`config.mk`:
```
export PLATFORM = sky130hd
export DESIGN_NAME = sw_reg_bank
export DESIGN_NICKNAME = d
export VERILOG_FILES = /design/src/rtl/sw_reg_pkg.sv /design/src/rtl/sw_reg_be_merge.sv /design/src/rtl/sw_reg_bank.sv
export SDC_FILE = /design/constraint.sdc
export NUM_CORES = 1
export LEC_CHECK = 0
export CORE_MARGIN = 4
export CORE_UTILIZATION = 33
export CTS_BUF_LIST = sky130_fd_sc_hd__clkbuf_8
export CTS_CLUSTER_SIZE = 24
export DETAILED_ROUTE_END_ITERATION = 12
export PLACE_DENSITY = 0.78
export SYNTH_ARGS = -nofsm -noshare
export SYNTH_HDL_FRONTEND = slang
export SYNTH_SLANG_ARGS = --single-unit
```
`constraint.sdc`:
```
create_clock -name wb_clk_i -period 2.2 [get_ports wb_clk_i]
set_clock_uncertainty 0.1 [all_clocks]
set_input_delay 0.44 -clock wb_clk_i [delete_from_list [all_inputs] [get_ports wb_clk_i]]
set_output_delay 0.44 -clock wb_clk_i [all_outputs]
set_load 0.005 [all_outputs]
```
`src/rtl/sw_reg_pkg.sv`:
```
// Shared definitions for the software register bank: address helpers, FSM states
// and the location of the optional commit register.
package sw_reg_pkg;

  typedef enum logic {ST_IDLE, ST_RESP} sw_state_e;

  function automatic int clog2(input int value);
    int r;
    int v;
    r = 0;
    v = value - 1;
    while (v > 0) begin
      r++;
      v = v >> 1;
    end
    return r;
  endfunction

  // Number of byte-address bits below the word index.
  function automatic int adr_lsb(input int byte_enables);
    return clog2(byte_enables);
  endfunction

  // The commit register occupies the first word past the register array.
  function automatic int commit_idx(input int num_regs);
    return num_regs;
  endfunction

endpackage

```
`src/rtl/sw_reg_be_merge.sv`:
```
// Byte-lane merge: each byte of the result comes from new_i when its sel bit is set,
// otherwise from old_i.
module sw_reg_be_merge #(
  parameter int DATA_WIDTH = 32
) (
  input  logic [DATA_WIDTH-1:0]   old_i,
  input  logic [DATA_WIDTH-1:0]   new_i,
  input  logic [DATA_WIDTH/8-1:0] sel_i,
  output logic [DATA_WIDTH-1:0]   merged_o
);

  for (genvar gi = 0; gi < DATA_WIDTH / 8; gi++) begin : g_byte
    assign merged_o[gi*8 +: 8] = sel_i[gi] ? new_i[gi*8 +: 8] : old_i[gi*8 +: 8];
  end

endmodule

```
`src/rtl/sw_reg_bank.sv`:
```
// Wishbone slave bank of NUM_REGS software registers with read-only status slots.
// Define SW_REG_BANK_SHADOW_EN to stage writes in shadow registers released by a commit register.
module sw_reg_bank
  import sw_reg_pkg::*;
#(
  parameter logic [31:0]                         DEV_BASE_ADDR  = 32'd0,
  parameter int                                  BUS_DATA_WIDTH = 32,
  parameter int                                  BUS_ADDR_WIDTH = 8,
  parameter int                                  NUM_REGS       = 4,
  parameter logic [NUM_REGS-1:0]                 RO_MASK        = '0,
  parameter logic [NUM_REGS*BUS_DATA_WIDTH-1:0]  RESET_VAL      = '0
) (
  input  logic                                wb_clk_i,
  input  logic                                wb_rst_n_i,
  input  logic                                wbs_cyc_i,
  input  logic                                wbs_stb_i,
  input  logic                                wbs_we_i,
  input  logic [BUS_DATA_WIDTH/8-1:0]         wbs_sel_i,
  input  logic [BUS_ADDR_WIDTH-1:0]           wbs_adr_i,
  input  logic [BUS_DATA_WIDTH-1:0]           wbs_dat_i,
  output logic [BUS_DATA_WIDTH-1:0]           wbs_dat_o,
  output logic                                wbs_ack_o,
  output logic                                wbs_err_o,
  output logic                                wbs_int_o,
  output logic [NUM_REGS*BUS_DATA_WIDTH-1:0]  fabric_data_o,
  output logic [NUM_REGS-1:0]                 fabric_wr_stb_o,
  input  logic [NUM_REGS*BUS_DATA_WIDTH-1:0]  fabric_status_i
);

  localparam int W   = BUS_DATA_WIDTH;
  localparam int BE  = BUS_DATA_WIDTH / 8;
  localparam int LSB = adr_lsb(BE);
  localparam logic [BUS_ADDR_WIDTH-1:0] BASE     = DEV_BASE_ADDR[BUS_ADDR_WIDTH-1:0];
  localparam logic [BUS_ADDR_WIDTH-1:0] LSB_MASK = BUS_ADDR_WIDTH'((1 << LSB) - 1);

  // ---------------------------------------------------------------- decode
  logic [BUS_ADDR_WIDTH-1:0] off;
  logic [BUS_ADDR_WIDTH-1:0] idx;
  logic [31:0]               idx32;
  logic                      in_range;
  logic                      aligned;
  logic                      hit;
  logic                      commit_hit;
  logic                      ro_hit;
  logic [NUM_REGS-1:0]       sel_reg;

  assign off      = wbs_adr_i - BASE;
  assign idx      = off >> LSB;
  assign idx32    = 32'(idx);
  assign in_range = 32'(wbs_adr_i) >= DEV_BASE_ADDR;
  assign aligned  = (off & LSB_MASK) == '0;
  assign hit      = in_range && aligned && (idx32 < 32'(NUM_REGS));
  assign ro_hit   = |(sel_reg & RO_MASK);

`ifdef SW_REG_BANK_SHADOW_EN
  localparam int CIDX = commit_idx(NUM_REGS);
  assign commit_hit = in_range && aligned && (idx32 == 32'(CIDX));
`else
  assign commit_hit = 1'b0;
`endif

  // ---------------------------------------------------------------- FSM
  sw_state_e         state_q, state_d;
  logic              ack_q, ack_d;
  logic              err_q, err_d;
  logic [W-1:0]      dat_q, dat_d;
  logic              accept;
  logic              wr_ok;
  logic              rd_ok;
  logic [W-1:0]      rd_val;
  logic [W-1:0]      reg_rd;
  logic [W-1:0]      rd_word [NUM_REGS];
  logic [NUM_REGS-1:0] wr_en;

  assign wr_ok = (hit && !ro_hit) || commit_hit;
  assign rd_ok = hit || commit_hit;

  always_comb begin
    reg_rd = '0;
    for (int i = 0; i < NUM_REGS; i++) begin
      if (sel_reg[i]) reg_rd = rd_word[i];
    end
  end

  always_ff @(posedge wb_clk_i or negedge wb_rst_n_i) begin
    if (!wb_rst_n_i) begin
      state_q <= ST_IDLE;
      ack_q   <= 1'b0;
      err_q   <= 1'b0;
      dat_q   <= '0;
    end else begin
      state_q <= state_d;
      ack_q   <= ack_d;
      err_q   <= err_d;
      dat_q   <= dat_d;
    end
  end

  // A request is only taken in IDLE, so a held strobe yields one transfer per two cycles.
  always_comb begin
    state_d = state_q;
    ack_d   = 1'b0;
    err_d   = 1'b0;
    dat_d   = '0;
    accept  = 1'b0;
    case (state_q)
      ST_IDLE: begin
        if (wbs_cyc_i && wbs_stb_i) begin
          accept  = 1'b1;
          state_d = ST_RESP;
          if (wbs_we_i) begin
            ack_d = wr_ok;
            err_d = !wr_ok;
          end else if (rd_ok) begin
            ack_d = 1'b1;
            dat_d = rd_val;
          end else begin
            err_d = 1'b1;
          end
        end
      end
      ST_RESP: state_d = ST_IDLE;
      default: state_d = ST_IDLE;
    endcase
  end

  assign wbs_ack_o = ack_q;
  assign wbs_err_o = err_q;
  assign wbs_dat_o = dat_q;
  assign wbs_int_o = 1'b0;

  // ---------------------------------------------------------------- registers
`ifdef SW_REG_BANK_SHADOW_EN
  logic [NUM_REGS-1:0] dirty;
  logic                pending;
  logic                commit_go;

  assign pending   = |dirty;
  assign commit_go = accept && wbs_we_i && commit_hit && wbs_sel_i[0] && wbs_dat_i[0];
  assign rd_val    = commit_hit ? {{(W-1){1'b0}}, pending} : reg_rd;
`else
  assign rd_val    = reg_rd;
`endif

  for (genvar gi = 0; gi < NUM_REGS; gi++) begin : g_reg
    assign sel_reg[gi] = hit && (idx32 == 32'(gi));
    assign wr_en[gi]   = accept && wbs_we_i && sel_reg[gi] && !RO_MASK[gi];

    if (RO_MASK[gi]) begin : g_ro
      assign rd_word[gi]                   = fabric_status_i[gi*W +: W];
      assign fabric_data_o[gi*W +: W]      = '0;
      assign fabric_wr_stb_o[gi]           = 1'b0;
`ifdef SW_REG_BANK_SHADOW_EN
      assign dirty[gi]                     = 1'b0;
`endif
    end else begin : g_rw
      logic         unused_status;
      logic [W-1:0] merged;
      logic         stb_q;

      assign unused_status = ^fabric_status_i[gi*W +: W];

`ifdef SW_REG_BANK_SHADOW_EN
      logic [W-1:0] shadow_q;
      logic [W-1:0] out_q;
      logic         dirty_q;

      sw_reg_be_merge #(.DATA_WIDTH(W)) u_merge (
        .old_i    (shadow_q),
        .new_i    (wbs_dat_i),
        .sel_i    (wbs_sel_i),
        .merged_o (merged)
      );

      // Writes and commits target different addresses, so they never collide.
      always_ff @(posedge wb_clk_i or negedge wb_rst_n_i) begin
        if (!wb_rst_n_i) begin
          shadow_q <= RESET_VAL[gi*W +: W];
          out_q    <= RESET_VAL[gi*W +: W];
          dirty_q  <= 1'b0;
          stb_q    <= 1'b0;
        end else begin
          stb_q <= 1'b0;
          if (wr_en[gi]) begin
            shadow_q <= merged;
            dirty_q  <= 1'b1;
          end
          if (commit_go) begin
            out_q   <= shadow_q;
            stb_q   <= dirty_q;
            dirty_q <= 1'b0;
          end
        end
      end

      assign rd_word[gi]              = shadow_q;
      assign fabric_data_o[gi*W +: W] = out_q;
      assign dirty[gi]                = dirty_q;
`else
      logic [W-1:0] reg_q;

      sw_reg_be_merge #(.DATA_WIDTH(W)) u_merge (
        .old_i    (reg_q),
        .new_i    (wbs_dat_i),
        .sel_i    (wbs_sel_i),
        .merged_o (merged)
      );

      always_ff @(posedge wb_clk_i or negedge wb_rst_n_i) begin
        if (!wb_rst_n_i) begin
          reg_q <= RESET_VAL[gi*W +: W];
          stb_q <= 1'b0;
        end else begin
          stb_q <= wr_en[gi];
          if (wr_en[gi]) reg_q <= merged;
        end
      end

      assign rd_word[gi]              = reg_q;
      assign fabric_data_o[gi*W +: W] = reg_q;
`endif
      assign fabric_wr_stb_o[gi] = stb_q;
    end
  end

endmodule
```
## Yosys cells after proc, flatten, opt, wreduce, memory -nomap -nowiden

Cells that the tools add are included.

- Order comparisons: 1
- Equality and inequality tests: 3
- Multiplexer cells: 19
- Bitwise operators: 1
- Reduce and logical (&&, ||, !) cells: 30

Operators with widths:

| operator | count |
|---|---|
| two-way mux 32 bit | 8 |
| logical NOT 32 bit | 1 |
| AND reduction 2 bit | 16 |
| == test 6 x 2 -> 1 bit (second input constant) | 2 |
| logical AND 1 bit | 11 |
| two-way mux 1 bit | 10 |
| logical NOT 8 bit | 1 |
| == test 6 x 1 -> 1 bit (second input constant) | 1 |
| less-than comparator 6 x 3 -> 1 bit (second input constant) | 1 |
| one-hot mux 1 bit (2 select lines) | 1 |
| logical NOT 1 bit | 1 |
| inverter 1 bit | 1 |

- Register bits after elaboration: 167
- Input bits: 177
- Output and inout port bits: 167
- Word-level logic and storage cells: 78

## Depth between registers and ports, before layout

Gate-level depths: netlist (run 1).

- Word-level depth: 11
- Depth in mapped cells: 5
- Mapped depth without buffers: 3

## Modules after synthesis

A second synthesis (run 1) with hierarchy kept.

- Cell total of the unflattened synthesis: 549
- Area total of the unflattened synthesis: 9034.9 um^2

Modules (own cells, without submodules):

| module | instances | cells an instance | area each (um^2) | seq. area each (um^2) |
|---|---|---|---|---|
| sw_reg_bank | 1 | 405 | 6932.9 | 4179.0 |
| sw_reg_be_merge | 4 | 36 | 525.5 | 0.0 |

## Worst setup path before layout (run 1)

No wires, ideal clock.

- Path kind: input -> register
- Start: input wbs_adr_i[1]
- End: register g_reg[2].g_rw.reg_q[16]
- Library setup time: 125 ps
- Data arrival time: 2138 ps
- Data required time: 1975 ps
- Path slack: -162 ps
- Cell stages on the path: 5
- Path buffers: 2
- Path through: or4_4 > buf_8 > buf_6 > nor4_4 > mux2_2

- Cells in the longest elaborated chain, start to end: 5

Ends and longest elaborated chain:

| element | RTL line | text |
|---|---|---|
| from (decl) | sw_reg_bank.sv:19 | `input logic [BUS_ADDR_WIDTH-1:0] wbs_adr_i,` |
| logical NOT 8 bit | sw_reg_bank.sv:51 | `assign aligned = (off & LSB_MASK) == '0;` |
| logical AND 1 bit | sw_reg_bank.sv:52 | `assign hit = in_range && aligned && (idx32 < 32'(NUM_REGS));` |
| logical AND 1 bit | sw_reg_bank.sv:146 | `assign sel_reg[gi] = hit && (idx32 == 32'(gi));` |
| logical AND 1 bit | sw_reg_bank.sv:147 | `assign wr_en[gi] = accept && wbs_we_i && sel_reg[gi] && !RO_MASK[gi];` |
| AND reduction 2 bit (no line) | n/a |  |
| to (signal assigned) | sw_reg_bank.sv:211 | `reg_q <= RESET_VAL[gi*W +: W];` |
| to (signal assigned) | sw_reg_bank.sv:215 | `if (wr_en[gi]) reg_q <= merged;` |
| to (decl) | sw_reg_bank.sv:200 | `logic [W-1:0] reg_q;` |

Every way passes these cells.
A chain may end at the register's enable or synchronous reset.

## Worst setup path after layout (run 1)

- Start: input wbs_stb_i
- End: register g_reg[0].g_rw.reg_q[14]

- Cells in the longest elaborated chain, start to end: 6

Ends and longest elaborated chain:

| element | RTL line | text |
|---|---|---|
| from (decl) | sw_reg_bank.sv:16 | `input logic wbs_stb_i,` |
| logical AND 1 bit | sw_reg_bank.sv:108 | `if (wbs_cyc_i && wbs_stb_i) begin` |
| two-way mux 1 bit | sw_reg_bank.sv:108 |  |
| two-way mux 1 bit | sw_reg_bank.sv:106 | `case (state_q)` |
| logical AND 1 bit (2 in a row) | sw_reg_bank.sv:147 |  |
| AND reduction 2 bit (no line) | n/a |  |
| to (signal assigned) | sw_reg_bank.sv:211 |  |
| to (signal assigned) | sw_reg_bank.sv:215 |  |
| to (decl) | sw_reg_bank.sv:200 |  |

Every way passes these cells.

==> results.txt, run 1 <==
drt drc = 0
YS warnings = 0
Tot GR Track Use = 15.68%
syn nets = 609
I/O pin cnt = 344
Max-Slew Margin vs Limit = 66.32%
grt ovf = 0
n_diodes = 0
Yosys reg bits = 167
hpwl dp = 14.11 mm
Inst Count DP = 955
antenna-violating nets left = 0
CTS tree = yes
Layout fillers = 1880
final hold violations = 0
Crit-path slowest cell = clkdlybuf4s50_1
Synth top cells by count = dfrtp_1, mux2_2, mux4_2, nor2b_1, nor4_4
RSZ-0062 raised after global routing = no
Max clock buf depth = 2
slew of the pin with the lowest slew margin = 0.5052 ns
reg-to-reg slack, setup = 0.13 ns
EDFF count, synth = 0
CP Launch Type = input port
fmax = 478.0 MHz
Yosys top cell by area = dfrtp_1
layout cells sized above 1 = 38.43%
most frequent CP cell = buf_4
area of the multi-input gates = 2942 µm²
Reg clk slew, reported paths = 0.09 ns
Max Cap Violations = 0
Setup WS pre-CTS = -0.6175 ns
Total Die Area = 24450 µm²
Crit. End Element = flip-flop
Nets = 877
H-tree Lvls = 4
Lkg Pwr = 4.844 nW
top cell family by delay on the critical path = buffers and inverters
Area contributors post-synth = dfrtp_1, mux2_2, mux4_2
clock tree root driver cell = clkbuf_8
period utilization = 95.08%
fin crit period = 2.092 ns
Final Max Slew Viols = 0
Worst EP arrival = 2.33 ns
setup violators final = 0
most frequent cell after synthesis = dfrtp_1
WL final = 19.25 mm
CP cell instances = clkdlybuf4s50_1 -> nand3b_1 -> buf_4 -> nor4_4 -> buf_4 -> mux2_2
Reg area = 4179 µm²
Core Box Area = 21760 µm²
Avg Vias per Cell = 4.833
hold slack = 0.3944 ns
Post-synth ARST share = 100.0%
area share of the largest cell type after synthesis = 57.53%
first-pass GRT wire length = 29.81 mm
die width = 156.4 µm
Num CTS Buffers = 17
r2r startpoint = state_q
Cells after Synth = 432
Post-synth top flop = dfrtp_1
final core occ = 49.14%
row count = 54
sequential area share after synthesis = 57.53%
Initial Utilization = 33.39%
Power Density = 547.4 nW/µm²
Worst Setup Path Type = in -> reg
PortBufs = 214
Reg2Reg Depth = 5
DRT iter0 DRCs = 223
clk_lat worst skew = 0.44 ns
largest net degree at the start of global routing = 53
Post-Syn Area per Cell = 16.82 µm²
Worst R2R End = g_reg[0].g_rw.reg_q[14]
die height = 156.4 µm
routability cong. = 0.7535
initial antenna violation count = 2
critical path depth in cells = 6
VDD IR max = 0.3575 mV
DRT Pass-1 Iters = 4
vias in the first global route = 5055
status = completed
vias = 4799
Max FO, Critical Path = 10
synth unique cells = 26
post-route insts no fill = 993
synthesized area = 7264 µm²
worst setup margin = 0.1081 ns
Layout area overhead = 47.16%
Critical Path Max Stage Delay = 0.45 ns
crit path buf inv count = 3
required time of the critical path = 2.43 ns
WL/cell = 19.39 µm
CTS sink count = 167
Min-Delay Path Class = in -> async
==> per-layer routing <==
layer,global-route usage [%],vias to the layer above,wire length [µm]
met5,0,-,7
met4,4.091,2,249
met3,4.314,22,1328
met2,25.14,170,9198
met1,21.20,2461,8470
li1,-,2144,-
==> where the power goes <==
group,internal [mW],switching [mW],total (mW)
logic,0.204,0.216,0.420
registers,3.08,0.0145,3.10
clock network,1.16,1.17,2.33
==> worst max path at each step <==
| stage | startpoint | endpoint | slack, ns |
|---|---|---|---|
| final | wbs_stb_i | g_reg[0].g_rw.reg_q[14] | 0.11 |
| after global routing | state_q | g_reg[2].g_rw.reg_q[25] | 0.08 |
| after floorplan | wbs_adr_i[1] | g_reg[0].g_rw.reg_q[24] | -0.05 |
| after global placement | wbs_adr_i[1] | g_reg[0].g_rw.reg_q[14] | -0.59 |
| after detailed placement | wbs_adr_i[1] | g_reg[0].g_rw.reg_q[14] | -0.62 |
| after CTS | wbs_adr_i[1] | g_reg[2].g_rw.reg_q[22] | -0.02 |
==> cell usage in the layout, fill, tap and decap left out, drive strengths merged, types with 2 or more instances in the layout <==
master,Yosys,routed
mux2,128,128
nor2,3,3
mux4,32,32
nor2b,32,32
inv,1,6
buf,14,62
bufinv,0,3
dfrtp,167,167
dlymetal6s2s,0,5
clkinvlp,0,4
nor4,16,16
clkdlybuf4s50,0,206
clkbuf,13,20
clkinv,0,2
nand4,4,4
nand4b,8,8
or4bb,4,4
and4b,2,2
or4,2,2
==> metrics by stage <==
step           cell area, µm²  power (mW)  TNS (ns)
2_1_floorplan            7272       3.297    -2.890
3_3_place_gp            10150       3.569    -84.72
3_5_place_dp            10150       3.575    -87.41
4_1_cts                 10590       5.930  -0.04543
5_1_grt                 10690       6.108         0
6_report                10690       5.851         0
==> worst register-to-register path, cell delays in order (launching register included) <==
cell	delay (ns)
dfrtp_1	0.36
nand3b_1	0.34
buf_4	0.33
nor4_4	0.29
buf_4	0.21
mux2_2	0.34
==> registers in the layout (all words and copies together) (netlist names) <==
name,count
wbs_err_o,1
wbs_ack_o,1
g.g_rw.reg_q,128
wbs_dat_o,32
state_q,1
g.g_rw.stb_q,4
==> layout make-up <==
cell class,instances,share of cell area [%]
Clock inverter,14,1.603
Timing Repair Buffer,276,26.16
Inverter,1,0.03511
Tap cell,280,3.277
Clock buffer,18,2.317
Multi-Input combinational cell,237,27.52
Sequential cell,167,39.09
==> what timing repair did <==
item	4_1_cts	5_1_grt
setup endpoints to repair	140	80
resized for setup	5	8
gates cloned	0	2
buffers inserted	0	3
hold buffers	1	0
pin swaps	2	3
hold endpoints to repair	48	0
==> kinds of logic (layout without fill, tap and decap cells) <==
group | count (synthesis) | in the layout | synth area share (%)
flip-flops | 167 | 167 | 57.53
multiplexers | 160 | 160 | 29.76
AND/OR/NAND/NOR | 76 | 76 | 10.52
buffers and inverters | 28 | 309 | 2.135
other | 1 | 1 | 0.05162
No activity file was read; power rests on OpenSTA's default activity.
==> run 2: changes to the inputs <==
--- a/config.mk
+++ b/config.mk
@@ -5,12 +5,14 @@
 export SDC_FILE = /design/constraint.sdc
 export NUM_CORES = 1
 export LEC_CHECK = 0
+export CELL_PAD_IN_SITES_DETAIL_PLACEMENT = 0
+export CELL_PAD_IN_SITES_GLOBAL_PLACEMENT = 2
 export CORE_MARGIN = 4
-export CORE_UTILIZATION = 33
+export CORE_UTILIZATION = 28
 export CTS_BUF_LIST = sky130_fd_sc_hd__clkbuf_8
 export CTS_CLUSTER_SIZE = 24
 export DETAILED_ROUTE_END_ITERATION = 12
-export PLACE_DENSITY = 0.78
+export PLACE_DENSITY = 0.95
 export SYNTH_ARGS = -nofsm -noshare
 export SYNTH_HDL_FRONTEND = slang
 export SYNTH_SLANG_ARGS = --single-unit
==> run 2 against run 1 <==
Critical path depth rose by 2. Clock-buffer cell count rose by 4. Sequential share of layout area fell by 0.92 points. Routed wire length rose by 3.4%. Sequential cell count did not move. Global-route usage fell by 1.6 points. Sequential power barely moved. Combinational power rose by 9.8%. Final cell count rose by 7.3%.
==> results.txt, run 2 (same netlist as run 1, synthesis figures left out) <==
status = completed
Tot GR Track Use = 14.03%
clk_lat worst skew = 0.44 ns
CP cell instances = clkdlybuf4s15_1 -> or4_4 -> buf_12 -> buf_4 -> buf_4 -> nor4_4 -> buf_4 -> mux2_2
Final TNS setup = 0 ns
Crit-path slowest cell = or4_4
drt drc = 0
Power Density = 507.4 nW/µm²
n_diodes = 0
Worst EP arrival = 2.40 ns
largest net degree at the start of global routing = 60
WL/cell = 18.69 µm
Layout area overhead = 50.71%
Final Max Slew Viols = 0
Crit. End Element = flip-flop
Min-Delay Path Class = in -> reg
hold path depth = 3
Layout fillers = 2303
Max clock buf depth = 2
vias = 4918
WL final = 19.90 mm
fin area = 10950 µm²
setup violators final = 0
layout cells sized above 1 = 40.14%
I/O pin cnt = 344
Worst R2R End = g_reg[1].g_rw.reg_q[9]
most frequent cells in the layout = clkdlybuf4s50_1, dfrtp_1, mux2_2, buf_4
vias in the first global route = 5327
clock tree root driver cell = clkbuf_8
die width = 169.1 µm
slew of the pin with the lowest slew margin = 0.6092 ns
H-tree Lvls = 4
commonest non-fill, non-tap cell in the layout = clkdlybuf4s50_1
Biggest register = g.g_rw.reg_q
Critical Path Max Stage Delay = 0.55 ns
Avg Vias per Cell = 4.618
most frequent CP cell = buf_4
reg-to-reg slack, setup = 0.31 ns
CTS sink count = 167
max reg flops = 128
DRT iter0 DRCs = 240
DRT Pass-1 Iters = 4
grt ovf = 0
top cell family by delay on the critical path = buffers and inverters
Nets = 900
antenna-violating nets left = 0
final core occ = 43.23%
Max FO, Critical Path = 5
hold_sp = wbs_adr_i[2]
crit path buf inv count = 5
worst setup margin = 0.02569 ns
Core Box Area = 25330 µm²
PortBufs = 214
CP Launch Type = input port
fin crit period = 2.174 ns
period utilization = 98.83%
VDD IR max = 0.2906 mV
Lkg Pwr = 4.943 nW
Setup WS pre-CTS = -0.5310 ns
row count = 58
Max-Slew Margin vs Limit = 59.39%
Reg clk slew, reported paths = 0.08 ns
Num CTS Buffers = 17
Total Die Area = 28590 µm²
initial antenna violation count = 1
Max Cap Violations = 0
die height = 169.1 µm
hpwl dp = 14.91 mm
Worst Setup Path Type = in -> reg
routability cong. = 0.7229
hold slack = 0.4162 ns
fmax = 459.9 MHz
first-pass GRT wire length = 31.37 mm
required time of the critical path = 2.43 ns
r2r startpoint = state_q
Reg2Reg Depth = 5
dpl cell area = 10330 µm²
Initial Utilization = 28.68%
CTS tree = yes
Min-Delay Endpoint = g_reg[3].g_rw.stb_q
final hold violations = 0
RSZ-0062 raised after global routing = no
## run 2: changes by cell type in the layout (fill, tap and decap cells not counted), moves of 2 or more
cell       previous run  this run
buf_4                47        62
mux2_2              126       113
mux2_4                2        15
inv_6                 3         0
inv_1                 2         4
buf_12               11        15
clkbuf_16             2         0
bufinv_16             3         0
buf_6                 3         9
clkbuf_8             18        22
## run 2: final cells by class
cell class              instances  area (µm²)  share of cell area (%)
repair buffers                299        3004                   27.44
clock buffers                  22       302.8                   2.766
multi-input cells             237        2992                   27.33
inverters                       1       3.754                 0.03429
well taps                     330       412.9                   3.771
flip-flops and latches        167        4179                   38.17
clock inverters                 9       53.80                  0.4914
## run 2: how the worst max path moves through the flow
stage                       from                       to  slack (ns)  depth (start not counted)
detailed placement  wbs_adr_i[0]  g_reg[0].g_rw.reg_q[21]       -0.53                          6
global placement    wbs_adr_i[0]  g_reg[3].g_rw.reg_q[31]       -0.51                          6
global route        wbs_adr_i[0]  g_reg[2].g_rw.reg_q[13]        0.02                          8
finish              wbs_adr_i[0]  g_reg[3].g_rw.reg_q[21]        0.03                          8
CTS                 wbs_adr_i[1]  g_reg[3].g_rw.reg_q[26]       -0.02                          6
floorplan           wbs_adr_i[1]  g_reg[0].g_rw.reg_q[24]       -0.05                          5
## run 2: routing by layer
metal | vias to the layer above | share of wire (%) | track usage [%]
li1 | 2190 | - | -
met1 | 2558 | 44 | 18.20
met2 | 140 | 49 | 22.99
met3 | 28 | 6.0 | 4.087
met4 | 2 | 1.7 | 4.025
met5 | - | 0.10 | 0
## run 2: power breakdown
| group | total (mW) | internal, mW | switching, mW |
|---|---|---|---|
| registers | 3.10 | 3.08 | 0.0142 |
| logic | 0.461 | 0.234 | 0.227 |
| clock network | 2.00 | 0.912 | 1.08 |
| total | 5.56 | 4.23 | 1.33 |
## run 2: worst min-delay path: stages
cell and delay [ns]:
buf_4 0.16, buf_4 0.17, and4_1 0.15
## run 2: per-stage QoR
stage / power (mW) / instances
floorplan: 3.297 / 432
global placement: 3.602 / 1018
detailed placement: 3.609 / 1018
CTS: 5.638 / 1051
global route: 5.821 / 1065
finish: 5.555 / 1065
## run 2: timing repair
action,in CTS,in global routing
hold buffers,1,0
pin swaps,0,6
gates resized for setup,4,29
setup endpoints to repair,15,83
endpoints found under the hold margin,50,0
setup buffers,1,14
==> run 3: changes to the inputs <==
--- a/config.mk
+++ b/config.mk
@@ -5,7 +5,7 @@
 export SDC_FILE = /design/constraint.sdc
 export NUM_CORES = 1
 export LEC_CHECK = 0
-export CELL_PAD_IN_SITES_DETAIL_PLACEMENT = 0
+export CELL_PAD_IN_SITES_DETAIL_PLACEMENT = 2
 export CELL_PAD_IN_SITES_GLOBAL_PLACEMENT = 2
 export CORE_MARGIN = 4
 export CORE_UTILIZATION = 28
==> run 3 against run 2 <==
Critical path depth down 3. Register-to-register slack about the same. Sequential power about the same. Global-route usage up 2.8 points. Non-clock buffer count down 15. Critical path type unchanged.
==> results.txt, run 3 (same netlist as run 1, synthesis figures left out) <==
status = completed
Setup WS pre-CTS = -0.5350 ns
row count = 58
post-route insts no fill = 1052
die width = 169.1 µm
fin area = 10770 µm²
Crit. End Element = flip-flop
Final Max Slew Viols = 0
Biggest register = g.g_rw.reg_q
commonest non-fill, non-tap cell in the layout = clkdlybuf4s50_1
Crit-path slowest cell = or4_2
Nets = 885
Sequential Power Share = 54.3%
fin crit period = 2.189 ns
vias in the first global route = 5849
Comb power frac = 7.9%
Layout area overhead = 48.24%
worst setup margin = 0.01063 ns
hold slack = 0.3994 ns
top cell family by delay on the critical path = simple AND/OR/NAND/NOR gates
CP cell instances = clkdlybuf4s50_1 -> or4_4 -> or4_2 -> buf_6 -> nor2b_1
die height = 169.1 µm
final core occ = 42.52%
Cell Int Power = 4.143 mW
Total Power = 5.712 mW
vias = 4923
clock tree root driver cell = clkbuf_8
DRT Pass-1 Iters = 4
Worst EP arrival = 2.48 ns
CP Launch Type = input port
period utilization = 99.52%
Core Box Area = 25330 µm²
hpwl dp = 18.50 mm
Max FO, Critical Path = 15
VDD IR max = 0.2682 mV
max reg flops = 128
Max Cap Violations = 0
slew of the pin with the lowest slew margin = 0.6341 ns
fmax = 456.8 MHz
switching share of total power = 27.47%
reg-to-reg slack, setup = 0.31 ns
WL/cell = 22.57 µm
routability cong. = 0.7229
I/O pin cnt = 344
RSZ-0062 raised after global routing = yes
grt ovf = 0
required time of the critical path = 2.49 ns
final hold violations = 0
Num CTS Buffers = 17
Total Die Area = 28590 µm²
setup violators final = 0
Max clock buf depth = 2
Worst Setup Path Type = in -> reg
Min-Delay Path Class = in -> reg
PortBufs = 214
Lkg Pwr = 4.838 nW
crit path buf inv count = 2
Tot GR Track Use = 16.84%
Psw = 1.569 mW
Avg Vias per Cell = 4.680
Critical Path Max Stage Delay = 0.71 ns
dpl cell area = 10330 µm²
Clk network pwr share = 37.8%
Final TNS setup = 0 ns
Power Density = 530.4 nW/µm²
largest net degree at the start of global routing = 60
initial antenna violation count = 3
DRT iter0 DRCs = 184
most frequent cells in the layout = clkdlybuf4s50_1, dfrtp_1, mux2_2, buf_4
layout cells sized above 1 = 39.39%
Reg clk slew, reported paths = 0.10 ns
CTS sink count = 167
Initial Utilization = 28.68%
CTS tree = yes
Inst Count DP = 1018
antenna-violating nets left = 0
clk_lat worst skew = 0.46 ns
Max-Slew Margin vs Limit = 57.73%
first-pass GRT wire length = 36.79 mm
H-tree Lvls = 4
WL final = 23.75 mm
drt drc = 0
[run 3: cell count changes in the layout (fill, tap and decap cells not counted), moves of 2 or more]
cell	before	now
buf_4	62	52
inv_6	0	7
mux2_2	113	120
mux2_4	15	8
clkbuf_8	22	17
clkinvlp_4	5	0
inv_8	0	4
buf_12	15	12
clkdlybuf4s50_1	206	209
dlymetal6s2s_1	4	1
inv_1	4	1
buf_6	9	7
clkinv_4	0	2
[run 3: power by group through the flow]
stage	logic [mW]	registers (mW)	clock network (mW)
after global routing	0.492	3.10	2.38
after CTS	0.463	3.10	2.23
after detailed placement	0.459	3.16	0
after floorplan	0.138	3.16	0
final	0.453	3.10	2.16
after global placement	0.443	3.16	0
[run 3: cell type report]
| cell class | count | area, µm² |
|---|---|---|
| fillers | 2451 | 14560 |
| repair buffers | 284 | 2838 |
| multi-input cells | 237 | 2965 |
| clock buffers | 17 | 234.0 |
| inverters | 1 | 3.754 |
| flip-flops and latches | 167 | 4179 |
| well taps | 330 | 412.9 |
| diodes | 1 | 2.502 |
| clock inverters | 15 | 133.9 |
[run 3: what timing repair did]
item	CTS	global route
pin swaps	2	3
resized for setup	5	12
setup buffers	0	0
endpoints found under the hold margin	50	0
hold buffers	1	0
setup endpoints to repair	25	51
[run 3: metal layers]
metal	vias up	track usage, %	share of wire, %
li1	2169	-	-
met1	2600	20.28	40
met2	129	30.43	54
met3	21	4.344	5.0
met4	4	3.605	0.77
met5	-	0	0.088
[run 3: final timing paths]
check | endpoint | from | cells after the start
worst max-delay path | wbs_dat_o[28] | wbs_adr_i[0] | 5
worst min register to register | g_reg[3].g_rw.reg_q[8] | g_reg[3].g_rw.reg_q[8] | 1
worst min-delay path | g_reg[3].g_rw.stb_q | wbs_adr_i[2] | 3
min in group asynchronous | g_reg[1].g_rw.reg_q[25] | wb_rst_n_i | 2
worst max register to register | g_reg[1].g_rw.reg_q[22] | state_q | 5
max in group asynchronous | g_reg[2].g_rw.reg_q[21] | wb_rst_n_i | 3
[run 3: tightest hold or removal path, stage by stage]
cell    delay [ns]
buf_4         0.16
buf_4         0.17
and4_1        0.15
